## src/rtl/fifo_pkg.sv

```systemverilog
// Shared definitions for the flagged synchronous FIFO: read-mode constants,
// count/pointer width helper and parameter range checks.
package fifo_pkg;

  localparam int FIFO_STD  = 0;
  localparam int FIFO_FWFT = 1;

  // Count and pointers need one bit more than the address so DEPTH is representable.
  function automatic int count_width(input int addrwidth);
    return addrwidth + 1;
  endfunction

  function automatic bit afull_level_ok(input int depth, input int level);
    return (level >= 1) && (level <= depth);
  endfunction

  function automatic bit aempty_level_ok(input int depth, input int level);
    return (level >= 0) && (level <= depth - 1);
  endfunction

  function automatic bit mode_ok(input int mode);
    return (mode == FIFO_STD) || (mode == FIFO_FWFT);
  endfunction

endpackage

```

## src/rtl/fifo_ram.sv

```systemverilog
// Simple dual-port storage: one write port, one registered read port, no reset.
module fifo_ram
  import fifo_pkg::*;
#(
  parameter int ADDRWIDTH = 4,
  parameter int WIDTH     = 8
) (
  input  logic                 clock,
  input  logic                 we,
  input  logic [ADDRWIDTH-1:0] waddr,
  input  logic [WIDTH-1:0]     wdata,
  input  logic                 re,
  input  logic [ADDRWIDTH-1:0] raddr,
  output logic [WIDTH-1:0]     rdata
);

  localparam int DEPTH = 2 ** ADDRWIDTH;

  logic [WIDTH-1:0] mem_q [DEPTH];
  logic [WIDTH-1:0] rdata_q;

  // Write and read in the same cycle to the same address return the old word.
  always_ff @(posedge clock) begin
    if (we) mem_q[waddr] <= wdata;
    if (re) rdata_q <= mem_q[raddr];
  end

  assign rdata = rdata_q;

endmodule

```

## src/rtl/fifo_flagged.sv

```systemverilog
// Synchronous FIFO with occupancy count, level flags, sticky error flags,
// flush, pass-through when full and optional first-word-fall-through output.
module fifo_flagged
  import fifo_pkg::*;
#(
  parameter int ADDRWIDTH    = 4,
  parameter int WIDTH        = 8,
  parameter int FWFT         = FIFO_STD,
  parameter int AFULL_LEVEL  = (2 ** ADDRWIDTH) - 2,
  parameter int AEMPTY_LEVEL = 1
) (
  input  logic               clock,
  input  logic               reset_n,
  input  logic               enqueue,
  input  logic [WIDTH-1:0]   data_in,
  input  logic               dequeue,
  input  logic               flush,
  input  logic               clear_errors,
  output logic [WIDTH-1:0]   data_out,
  output logic               data_valid,
  output logic               full,
  output logic               empty,
  output logic               almost_full,
  output logic               almost_empty,
  output logic [ADDRWIDTH:0] count,
  output logic               overflow,
  output logic               underflow
);

  localparam int DEPTH = 2 ** ADDRWIDTH;
  localparam int CW    = count_width(ADDRWIDTH);
  localparam logic [CW-1:0] DEPTH_C  = CW'(DEPTH);
  localparam logic [CW-1:0] AFULL_C  = CW'(AFULL_LEVEL);
  localparam logic [CW-1:0] AEMPTY_C = CW'(AEMPTY_LEVEL);

  if (!afull_level_ok(DEPTH, AFULL_LEVEL)) begin : g_bad_afull
    $error("fifo_flagged: AFULL_LEVEL must lie in 1..DEPTH");
  end
  if (!aempty_level_ok(DEPTH, AEMPTY_LEVEL)) begin : g_bad_aempty
    $error("fifo_flagged: AEMPTY_LEVEL must lie in 0..DEPTH-1");
  end
  if (!mode_ok(FWFT)) begin : g_bad_mode
    $error("fifo_flagged: FWFT must be FIFO_STD or FIFO_FWFT");
  end

  logic [CW-1:0]        wr_ptr_q, wr_ptr_d, rd_ptr_q, rd_ptr_d, count_q, count_d;
  logic                 overflow_q, overflow_d, underflow_q, underflow_d;
  logic                 dvalid_q, dvalid_d;
  logic                 zero_q, zero_d;     // data_out forced to 0 until the first load after reset
  logic                 byp_q, byp_d;       // FWFT head was written straight into the bypass register
  logic [WIDTH-1:0]     byp_data_q, byp_data_d;
  logic                 rd_ok, wr_ok, head_wr;
  logic                 ram_we, ram_re;
  logic [ADDRWIDTH-1:0] ram_waddr, ram_raddr;
  logic [WIDTH-1:0]     ram_rdata;

  assign full         = (count_q == DEPTH_C);
  assign empty        = (count_q == '0);
  assign almost_full  = (count_q >= AFULL_C);
  assign almost_empty = (count_q <= AEMPTY_C);
  assign count        = count_q;
  assign overflow     = overflow_q;
  assign underflow    = underflow_q;
  assign data_valid   = (FWFT == FIFO_FWFT) ? !empty : dvalid_q;
  assign data_out     = zero_q ? '0 : (byp_q ? byp_data_q : ram_rdata);

  fifo_ram #(.ADDRWIDTH(ADDRWIDTH), .WIDTH(WIDTH)) u_ram (
    .clock (clock),
    .we    (ram_we),
    .waddr (ram_waddr),
    .wdata (data_in),
    .re    (ram_re),
    .raddr (ram_raddr),
    .rdata (ram_rdata)
  );

  // Accept decisions, pointer/count/flag next state and RAM read control.
  always_comb begin
    rd_ok    = dequeue && !empty && !flush;
    wr_ok    = enqueue && (!full || rd_ok) && !flush;
    wr_ptr_d = wr_ptr_q + CW'(wr_ok);
    rd_ptr_d = rd_ptr_q + CW'(rd_ok);
    count_d  = count_q + CW'(wr_ok) - CW'(rd_ok);
    if (flush) begin
      wr_ptr_d = '0;
      rd_ptr_d = '0;
      count_d  = '0;
    end

    overflow_d  = flush ? overflow_q
                        : ((enqueue && !wr_ok) || (overflow_q && !clear_errors));
    underflow_d = flush ? underflow_q
                        : ((dequeue && !rd_ok) || (underflow_q && !clear_errors));

    ram_we    = wr_ok;
    ram_waddr = wr_ptr_q[ADDRWIDTH-1:0];
    head_wr   = 1'b0;
    if (FWFT == FIFO_STD) begin
      ram_re    = rd_ok;
      ram_raddr = rd_ptr_q[ADDRWIDTH-1:0];
      dvalid_d  = rd_ok;
    end else begin
      // Prefetch the word that becomes head; a word written straight into
      // the head slot cannot come from the RAM yet, so it is bypassed.
      ram_raddr = rd_ptr_d[ADDRWIDTH-1:0];
      head_wr   = wr_ok && (ram_waddr == ram_raddr);
      ram_re    = rd_ok && (count_d != '0) && !head_wr;
      dvalid_d  = 1'b0;
    end

    byp_d      = head_wr || (byp_q && !ram_re);
    byp_data_d = head_wr ? data_in : byp_data_q;
    zero_d     = zero_q && !(ram_re || head_wr);
  end

  // Control state with synchronous active-low reset.
  always_ff @(posedge clock) begin
    if (!reset_n) begin
      wr_ptr_q    <= '0;
      rd_ptr_q    <= '0;
      count_q     <= '0;
      overflow_q  <= 1'b0;
      underflow_q <= 1'b0;
      dvalid_q    <= 1'b0;
      zero_q      <= 1'b1;
      byp_q       <= 1'b0;
    end else begin
      wr_ptr_q    <= wr_ptr_d;
      rd_ptr_q    <= rd_ptr_d;
      count_q     <= count_d;
      overflow_q  <= overflow_d;
      underflow_q <= underflow_d;
      dvalid_q    <= dvalid_d;
      zero_q      <= zero_d;
      byp_q       <= byp_d;
    end
  end

  // Bypass data word; only observed while byp_q is set, so it needs no reset.
  always_ff @(posedge clock) begin
    byp_data_q <= byp_data_d;
  end

endmodule
```

## config.mk

```make
export PLATFORM = sky130hd
export DESIGN_NAME = fifo_flagged
export DESIGN_NICKNAME = d
export VERILOG_FILES = /design/src/rtl/fifo_pkg.sv /design/src/rtl/fifo_ram.sv /design/src/rtl/fifo_flagged.sv
export SDC_FILE = /design/constraint.sdc
export NUM_CORES = 1
export LEC_CHECK = 0
export CAP_MARGIN = 40
export CORE_MARGIN = 4
export CORE_UTILIZATION = 44
export CTS_BUF_LIST = sky130_fd_sc_hd__clkbuf_4 sky130_fd_sc_hd__clkbuf_8
export DETAILED_ROUTE_END_ITERATION = 8
export DONT_BUFFER_PORTS = 1
export MAX_ROUTING_LAYER = met4
export PLACE_DENSITY = 0.69
export SLEW_MARGIN = 40
export SYNTH_ARGS = -nofsm -noshare
export SYNTH_HDL_FRONTEND = slang
export SYNTH_SLANG_ARGS = --single-unit
export TNS_END_PERCENT = 20
```

## constraint.sdc

```tcl
create_clock -name clock -period 3.1 [get_ports clock]
set_clock_uncertainty 0.1 [all_clocks]
set_input_delay 0.62 -clock clock [delete_from_list [all_inputs] [get_ports clock]]
set_output_delay 0.62 -clock clock [all_outputs]
set_load 0.005 [all_outputs]
```

==> results of run 1 <==
[per-layer routing]
metal | wire, um | part of all wire (%) | vias to the layer above | GRT usage (%)
met1 | 4775 | 45 | 1514 | 19.85
met5 | 0 | 0 | - | -
met3 | 836 | 7.8 | 14 | 5.347
met4 | 97 | 0.91 | 0 | 3.407
li1 | - | - | 1365 | -
met2 | 4991 | 47 | 93 | 21.42
[layout by cell type (no fill, tap or decap), types with 2 or more instances in the layout]
cell | netlist | layout
nor2b_1 | 13 | 13
clkinvlp_4 | 0 | 5
nand2b_1 | 3 | 3
inv_1 | 11 | 11
xor2_1 | 4 | 4
ha_1 | 16 | 16
edfxtp_1 | 136 | 136
a21oi_1 | 5 | 5
clkbuf_8 | 0 | 17
nor2_1 | 20 | 20
buf_4 | 1 | 19
xnor2_1 | 2 | 2
bufinv_16 | 0 | 3
nand3_1 | 3 | 3
mux4_2 | 18 | 18
nand2_1 | 13 | 13
mux4_1 | 14 | 14
dfxtp_1 | 17 | 16
and2_1 | 8 | 8
a22oi_1 | 17 | 17
clkinv_4 | 0 | 2
o21ai_0 | 4 | 4
or3_1 | 2 | 2
nor3_1 | 4 | 4
nand3b_1 | 3 | 3
[cells in the mapped netlist, types with 5 or more instances]
cell type / n / area (um^2)
edfxtp_1: 136 / 4084
and2_1: 8 / 50.05
inv_1: 11 / 41.29
nand2_1: 13 / 48.80
nor2_1: 20 / 75.07
mux4_2: 18 / 405.4
a21oi_1: 5 / 25.02
a22oi_1: 17 / 127.6
mux4_1: 14 / 367.9
dfxtp_1: 17 / 340.3
nor2b_1: 13 / 81.33
ha_1: 16 / 200.2
[stage by stage]
| stage | utilization, % | total power [mW] | cell area, um^2 | setup WS [ns] |
|---|---|---|---|---|
| 3_3_place_gp | 46.84 | 2.487 | 6476 | 0.3182 |
| 3_5_place_dp | 46.84 | 2.493 | 6476 | 0.2026 |
| 2_1_floorplan | - | 2.448 | 6181 | 0.06502 |
| 4_1_cts | 49.70 | 3.976 | 6872 | 0.1816 |
| 5_1_grt | 49.70 | 4.091 | 6872 | 0.005828 |
| 6_report | 49.70 | 3.931 | 6872 | 0.1993 |
[worst paths after layout]
path              cells after the start  slack [ns]         to      start
hold reg to reg                       2        0.46  underflow  underflow
hold / removal                        1        0.16     zero_q    reset_n
setup reg to reg                     13        0.20   count[4]   count[2]
setup / recovery                     13        0.20   count[4]   count[2]
[cells by family (layout without fill, tap and decap cells)]
group	after synthesis	after routing	share of synthesized area (%)
DFF	153	153	71.64
and+or+nand+nor	73	73	6.139
muxes	32	32	12.52
AOI/OAI and AO/OA	28	28	3.100
buffers and inverters	23	61	2.188
adders and majority gates	17	17	3.566
xor gates and xnor gates	6	6	0.8509
[layout make-up]
| class | count | area (um^2) |
|---|---|---|
| sequential | 153 | 4425 |
| inverter | 11 | 41.29 |
| multi-input combinational | 156 | 1622 |
| tap | 180 | 225.2 |
| clock buffer | 18 | 241.5 |
| fill | 1098 | 6955 |
| clock inverter | 12 | 153.9 |
| timing repair buffer | 20 | 162.7 |
[registers in the layout, summed over array words and instances, names as in the netlist]
| register | cells |
|---|---|
| u_ram.mem_q | 128 |
| u_ram.rdata | 8 |
| overflow | 1 |
| zero_q | 1 |
| count | 5 |
| data_valid | 1 |
| underflow | 1 |
| wr_ptr_q | 4 |
| rd_ptr_q | 4 |
[power by group]
group | switching (mW) | internal [mW] | leakage [nW] | total [mW]
combinational | 0.0842 | 0.0766 | 0.709 | 0.161
sequential | 0.0177 | 2.27 | 1.36 | 2.28
clock | 0.695 | 0.792 | 0.184 | 1.49
total | 0.797 | 3.13 | 2.26 | 3.93
[worst register-to-register path, stage by stage, from the launching register on]
cell	delay (ns)
dfxtp_1	0.44
inv_1	0.13
ha_1	0.25
nor4b_1	0.15
buf_4	0.16
nor3b_2	0.19
ha_1	0.16
inv_1	0.04
ha_1	0.20
fa_1	0.42
nand2b_1	0.09
a21oi_1	0.07
or3_1	0.30
a21oi_1	0.15
==> flow_summary.json, run 1 <==
{
  "path_common_cell": "ha_1",
  "clk_pin_slew_ns": 0.08,
  "numCtsBuffers": 17,
  "postSynthCellCount": 332,
  "numClockSinks": 153,
  "ys_seq_area_share_pct": 71.64,
  "fin_nets": 390,
  "critPathLaunchType": "flop",
  "postCtsSetupBuffers": 0,
  "setup_violations": 0,
  "fmax_mhz": 344.7,
  "async_flop_share_pct": 0,
  "die_h_um": 126.5,
  "drt_iter0_markers": 357,
  "vdd_drop_max_mv": 0.3095,
  "ys_ff_latch": 153,
  "fin_tns_setup_ns": 0,
  "gr-usage-all-layers_pct": 14.65,
  "static-leakage-power_nw": 2.256,
  "required_ns": 3.37,
  "antenna_found_initial": 0,
  "dp_hpwl_um": 7177,
  "die-area_um2": 16000,
  "clock_latency_ns": 0.44,
  "cts-hold-fix-buffers": 0,
  "critPathKind": "flop to flop",
  "instances_no_fill": 550,
  "wl_um": 10700,
  "initial_core_util_pct": 44.67,
  "syn2layout_area_growth_pct": 11.26,
  "syn-num-nets": 363,
  "hold_class": "primary input to flop",
  "synthFlopType": "edfxtp_1",
  "cp_num_buf_inv": 3,
  "synth_cell_types": 32,
  "cts_tree": "done",
  "tightest_slew_ns": 0.6767,
  "ctsResizeCount": 0,
  "first_pass_iters": 4,
  "rsz0062_at_grt": "no",
  "cts_root_buffer": "clkbuf_8",
  "finalHoldViolCount": 0,
  "n_antenna_cell": 0,
  "globalRouteOverflowTotal": 0,
  "ant_nets": 0,
  "post-route-min-period_ns": 2.901,
  "core_area_um2": 13830,
  "drc": 0,
  "slew_violations": 0,
  "post-place-cells": 520,
  "clockBufferDepth": 2,
  "grt_pass1_wl_um": 16970,
  "crit_family": "adder cells",
  "final_layout_size_suffix_gt1_share_pct": 18.65,
  "syn-cell-area_um2": 6176,
  "p_per_area_nw_per_um2": 572.1,
  "gp_congestion": 0.7991,
  "ioPinCount": 34,
  "htree_levels": 4,
  "synth_edf_count": 136,
  "finalCritPeriodShare_pct": 93.57,
  "synth_area_per_cell_um2": 18.60,
  "maxSlewHeadroom_pct": 54.79,
  "io_buffers": 0,
  "maxCapViolCount": 0,
  "drt-wirelength-per-cell_um": 19.45,
  "num_rows": 43,
  "path_max_fanout": 5,
  "whs_ns": 0.1632,
  "yosysWarningCount": 0,
  "vias_per_cell": 5.429,
  "path_cells": "inv_1, ha_1, nor4b_1, buf_4, nor3b_2, ha_1, inv_1, ha_1, fa_1, nand2b_1, a21oi_1, or3_1, a21oi_1",
  "via_count": 2986,
  "fp.dieW_um": 126.5,
  "grt_max_degree": 35,
  "end_kind": "flop",
  "grt_pass1_vias": 3034,
  "crit_arrival_ns": 3.17,
  "slowest_delay_ns": 0.44,
  "status": "finished, final reports clean",
  "critPathSlowestCell": "dfxtp_1"
}
Note: power is estimated with default switching activity, not from simulation.
==> run 2: changes to the inputs <==
CORE_UTILIZATION = 45   (was 44)
PLACE_DENSITY = 0.7   (was 0.69)
==> run 2 against run 1 <==
Net effect:
- sequential power about the same
- clock power is essentially flat
- critical endpoint unchanged
- sequential cell count stayed put
- core utilization up 1.8 points
- maximum frequency is 1.3% higher
- largest power group unchanged
- critical path depth is the same
- highest routed layer unchanged
- setup slack improved by 0.038 ns
- worst hold slack lost 0.0011 ns
- global-route usage rose by 0.96 points
- via count rose by 0.47%
- die area decreased by 2.1%
==> flow_summary.json, run 2 (same netlist as run 1, synthesis figures left out) <==
{
  "status": "finished, final reports clean",
  "syn2layout_area_growth_pct": 11.37,
  "internal_power_mw": 3.152,
  "instances_no_fill": 548,
  "n_antenna_cell": 0,
  "regArea_um2": 4425,
  "path_max_fanout": 4,
  "wl_um": 11230,
  "drt_iter0_markers": 232,
  "final_layout_size_suffix_gt1_share_pct": 19.09,
  "gp_congestion": 0.7740,
  "die_h_um": 125.2,
  "clk_pin_slew_ns": 0.08,
  "largest_register": "u_ram.mem_q",
  "num_rows": 42,
  "maxCapViolCount": 0,
  "antenna_found_initial": 0,
  "place_area_um2": 6479,
  "post-route-min-period_ns": 2.863,
  "dp_hpwl_um": 7272,
  "tightest_slew_ns": 0.7245,
  "seqPwrFrac_pct": 57.7,
  "most-common-layout-cells": "edfxtp_1 (136), nor2_1 (20), buf_4 (20)",
  "critPathSlowestCell": "fa_1",
  "fin_tns_setup_ns": 0,
  "fill_cells": 1087,
  "gr-usage-all-layers_pct": 15.61,
  "cts-hold-fix-buffers": 0,
  "fin_nets": 391,
  "initial_core_util_pct": 46.27,
  "critPathLaunchType": "flop",
  "multi_input_area_um2": 1622,
  "ioPinCount": 34,
  "hold_depth": 1,
  "crit-reg2reg-launch": "count[3]",
  "via_count": 3000,
  "core_area_um2": 13350,
  "post-place-cells": 517,
  "numCtsBuffers": 17,
  "slew_violations": 0,
  "required_ns": 3.38,
  "drc": 0,
  "first_pass_iters": 5,
  "grt_max_degree": 35,
  "fin_area_um2": 6878,
  "critPathKind": "flop to flop",
  "cts_root_buffer": "clkbuf_8",
  "grt_pass1_wl_um": 17640,
  "maxSlewHeadroom_pct": 51.52,
  "switching_power_mw": 0.8059,
  "fmax_mhz": 349.3,
  "finalHoldViolCount": 0,
  "io_buffers": 0,
  "setup_violations": 0,
  "grt_pass1_vias": 3007,
  "reg2reg_slack_ns": 0.24,
  "slowest_delay_ns": 0.40,
  "crit_arrival_ns": 3.14,
  "rsz0062_at_grt": "no",
  "final_common_cell": "edfxtp_1",
  "globalRouteOverflowTotal": 0,
  "path_common_cell": "ha_1",
  "ctsResizeCount": 0,
  "static-leakage-power_nw": 2.284,
  "largest_reg_flops": 128,
  "pwr-share-comb_pct": 4.2,
  "numClockSinks": 153,
  "worstReg2RegEnd": "count[4]",
  "ant_nets": 0,
  "clockBufferDepth": 2,
  "hold_class": "primary input to flop",
  "postCtsSetupBuffers": 0,
  "finalCritPeriodShare_pct": 92.36,
  "vias_per_cell": 5.474,
  "end_kind": "flop",
  "clock_latency_ns": 0.44,
  "path_cells": "inv_1, ha_1, nor4b_1, buf_4, nor3b_2, ha_1, inv_1, ha_1, fa_1, nand2b_1, a21oi_1, or3_1, a21oi_1",
  "p_clk_share_pct": 38.1,
  "min_from": "reset_n",
  "reg2reg_depth": 13,
  "cts_tree": "done",
  "die-area_um2": 15660,
  "drt-wirelength-per-cell_um": 20.49,
  "htree_levels": 4,
  "swShare_pct": 20.36,
  "vdd_drop_max_mv": 0.2405,
  "post-route-util_pct": 51.53,
  "fp.dieW_um": 125.2,
  "min_to": "zero_q",
  "p_per_area_nw_per_um2": 575.5
}
## run 2: changes by cell type in the layout (fill, tap and decap cells not counted)
cell,change
inv_6,+1
clkbuf_4,+1
clkinv_4,-1
clkinv_2,+3
clkinvlp_4,-4
inv_8,+1
buf_4,+1
## run 2: through the flow
stage | setup slack, ns | power, mW | hold WS, ns
2_1_floorplan | 0.06502 | 2.448 | 0.3990
3_5_place_dp | 0.2825 | 2.497 | 0.4631
3_3_place_gp | 0.3444 | 2.490 | 0.4649
5_1_grt | 0.01117 | 4.111 | 0.1248
6_report | 0.2368 | 3.958 | 0.1621
4_1_cts | 0.2472 | 3.991 | 0.1347
## run 2: final cells by class
cell class	instances	share of cell area [%]
Sequential cell	153	64.34
Multi-Input combinational cell	156	23.58
Clock buffer	19	3.620
Tap cell	176	3.202
Timing Repair Buffer	21	2.474
Clock inverter	12	2.183
Inverter	11	0.6003
## run 2: power groups by stage
stage	Combinational [mW]	Clock (mW)	Sequential, mW
floorplan	0.122	0	2.33
global placement	0.161	0	2.33
detailed placement	0.167	0	2.33
CTS	0.167	1.54	2.28
global route	0.186	1.64	2.29
finish	0.166	1.51	2.28
## run 2: worst max-delay path, delay by kind of cell (launching register included)
kind | cells | cell delay [ns]
flops | 1 | 0.36
compound gates | 2 | 0.21
buf+inv | 3 | 0.35
simple gates | 4 | 0.69
fa+ha+maj | 4 | 1.09
## run 2: worst max path at each step
stage	depth (start not counted)	startpoint	slack, ns	endpoint
floorplan	12	count[2]	0.07	count[4]
global placement	13	count[3]	0.34	count[4]
detailed placement	13	count[3]	0.28	count[4]
CTS	13	count[3]	0.25	count[4]
global route	13	count[3]	0.01	count[4]
finish	13	count[3]	0.24	count[4]
## run 2: metal layers
layer / global-route usage, % / wire [um]
met4: 4.401 / 148
met3: 5.075 / 757
met2: 23.66 / 5536
met5: - / 0
met1: 20.51 / 4784
==> run 3: changes to the inputs <==
PLACE_DENSITY = 0.68   (was 0.7)
clock period = 2.72 ns   (was 3.1 ns; I/O delays follow)
==> run 3 against run 2 <==
Net effect:
- sequential power rose by 14%
- wire length shrank 2.5%
- setup slack worse by 0.11 ns
- total power increased by 11%
- sequential cell count is the same
- register-to-register slack worse by 0.11 ns
- highest routed layer unchanged
- final cell count increased by 0.73%
- critical path depth shrank 1
- core utilization increased by 0.24 points
- clock-buffer cell count down 2
- worst hold slack worse by 0.071 ns
==> flow_summary.json, run 3 (same netlist as run 1, synthesis figures left out) <==
{
  "status": "finished, final reports clean",
  "largest_reg_flops": 128,
  "drc": 0,
  "final_common_cell": "edfxtp_1",
  "initial_core_util_pct": 46.27,
  "post-route-min-period_ns": 2.594,
  "dp_hpwl_um": 7114,
  "fin_tns_setup_ns": 0,
  "fin_area_um2": 6910,
  "path_cells": "inv_2, ha_4, nor4b_4, nor3b_4, ha_1, inv_1, ha_2, fa_2, nand2b_1, a21oi_1, or3_1, a21oi_1",
  "reg2reg_depth": 12,
  "via_count": 3001,
  "cts_root_buffer": "clkbuf_8",
  "core_area_um2": 13350,
  "internal_power_mw": 3.355,
  "min_from": "data_in[2]",
  "vias_per_cell": 5.437,
  "critPathLaunch": "count[3]",
  "numCtsBuffers": 17,
  "drt_iter0_markers": 300,
  "fmax_mhz": 385.4,
  "syn2layout_area_growth_pct": 11.89,
  "place_area_um2": 6511,
  "seqPwrFrac_pct": 59.4,
  "ant_nets": 0,
  "slowest_delay_ns": 0.36,
  "grt_pass1_wl_um": 17510,
  "die-area_um2": 15660,
  "grt_pass1_vias": 3099,
  "rsz0062_at_grt": "no",
  "first_pass_iters": 5,
  "crit_arrival_ns": 2.87,
  "post-route-util_pct": 51.77,
  "switching_power_mw": 1.029,
  "instances_no_fill": 552,
  "fin_nets": 394,
  "multi_input_area_um2": 1660,
  "clockBufferDepth": 2,
  "grt_max_degree": 34,
  "globalRouteOverflowTotal": 0,
  "num_rows": 42,
  "required_ns": 3.00,
  "maxCapViolCount": 0,
  "crit-reg2reg-launch": "count[3]",
  "maxSlewHeadroom_pct": 56.03,
  "tightest_slew_ns": 0.6572,
  "finalCritPeriodShare_pct": 95.38,
  "wl_um": 10950,
  "regArea_um2": 4431,
  "fill_cells": 1092,
  "static-leakage-power_nw": 2.288,
  "antenna_found_initial": 0,
  "setup_slack_ns": 0.1256,
  "post-place-ws_ns": -0.02336,
  "end_kind": "flop",
  "critPathSlowestCell": "fa_2",
  "die_h_um": 125.2,
  "critPathLaunchType": "flop",
  "critPathKind": "flop to flop",
  "numClockSinks": 153,
  "slew_violations": 0,
  "p_total_mw": 4.384,
  "htree_levels": 4,
  "clk_pin_slew_ns": 0.09,
  "largest_register": "u_ram.mem_q",
  "path_common_cell": "a21oi_1",
  "gr-usage-all-layers_pct": 15.26,
  "setup_violations": 0,
  "clock_latency_ns": 0.44,
  "p_clk_share_pct": 35.7,
  "hold_class": "primary input to flop",
  "post-place-cells": 518,
  "drt-wirelength-per-cell_um": 19.83,
  "pwr-share-comb_pct": 4.9,
  "path_max_fanout": 4,
  "p_per_area_nw_per_um2": 634.4,
  "hold_depth": 0,
  "io_buffers": 0,
  "cts_tree": "done",
  "ioPinCount": 34,
  "swShare_pct": 23.47,
  "most-common-layout-cells": "edfxtp_1 (136), buf_4 (23), nor2_1 (20)",
  "whs_ns": 0.09067,
  "fp.dieW_um": 125.2,
  "n_antenna_cell": 0,
  "vdd_drop_max_mv": 0.2873,
  "finalHoldViolCount": 0,
  "final_layout_size_suffix_gt1_share_pct": 22.07,
  "cts-hold-fix-buffers": 0,
  "gp_congestion": 0.8242
}
==> run 3: cell type report <==
cell class | instances | area share, %
Clock buffer | 17 | 3.386
Clock inverter | 15 | 1.865
Inverter | 11 | 0.6337
Multi-Input combinational cell | 156 | 24.03
Sequential cell | 153 | 64.11
Tap cell | 176 | 3.187
Timing Repair Buffer | 24 | 2.788
==> run 3: worst paths after layout <==
check                           slack, ns                 end
worst min-delay path                 0.09  u_ram.mem_q[15][2]
worst max-delay path                 0.13            count[4]
worst max register to register       0.13            count[4]
worst min register to register       0.47           underflow
==> run 3: what timing repair did <==
action | 4_1_cts | 5_1_grt
pin swaps | 0 | 1
setup buffers | 1 | 1
gates resized for setup | 3 | 6
setup endpoints to repair | 1 | 1
==> run 3: metal layers <==
metal  share of wire, %  vias up  GRT usage (%)  routed length [um]
met5                  0        -              -                   0
met4               0.75        0          5.102                  82
met3                5.4       11          4.051                 586
met2                 49       82          23.47                5335
met1                 45     1527          19.97                4941
li1                   -     1381              -                   -
==> run 3: critical path: cells and delay by family (launching register included) <==
| kind | cells | cell delay, ns |
|---|---|---|
| adder cells (fa/ha/maj) | 4 | 0.98 |
| AND/OR/NAND/NOR | 4 | 0.73 |
| flip-flops | 1 | 0.35 |
| AO/OA/AOI/OAI | 2 | 0.21 |
| buffers and inverters | 2 | 0.15 |
==> run 3: power groups by stage <==
| stage | Clock [mW] | Combinational [mW] | Sequential, mW |
|---|---|---|---|
| floorplan | 0 | 0.150 | 2.65 |
| global placement | 0 | 0.197 | 2.66 |
| detailed placement | 0 | 0.200 | 2.66 |
| CTS | 1.60 | 0.209 | 2.60 |
| global route | 1.72 | 0.240 | 2.61 |
| finish | 1.57 | 0.214 | 2.60 |
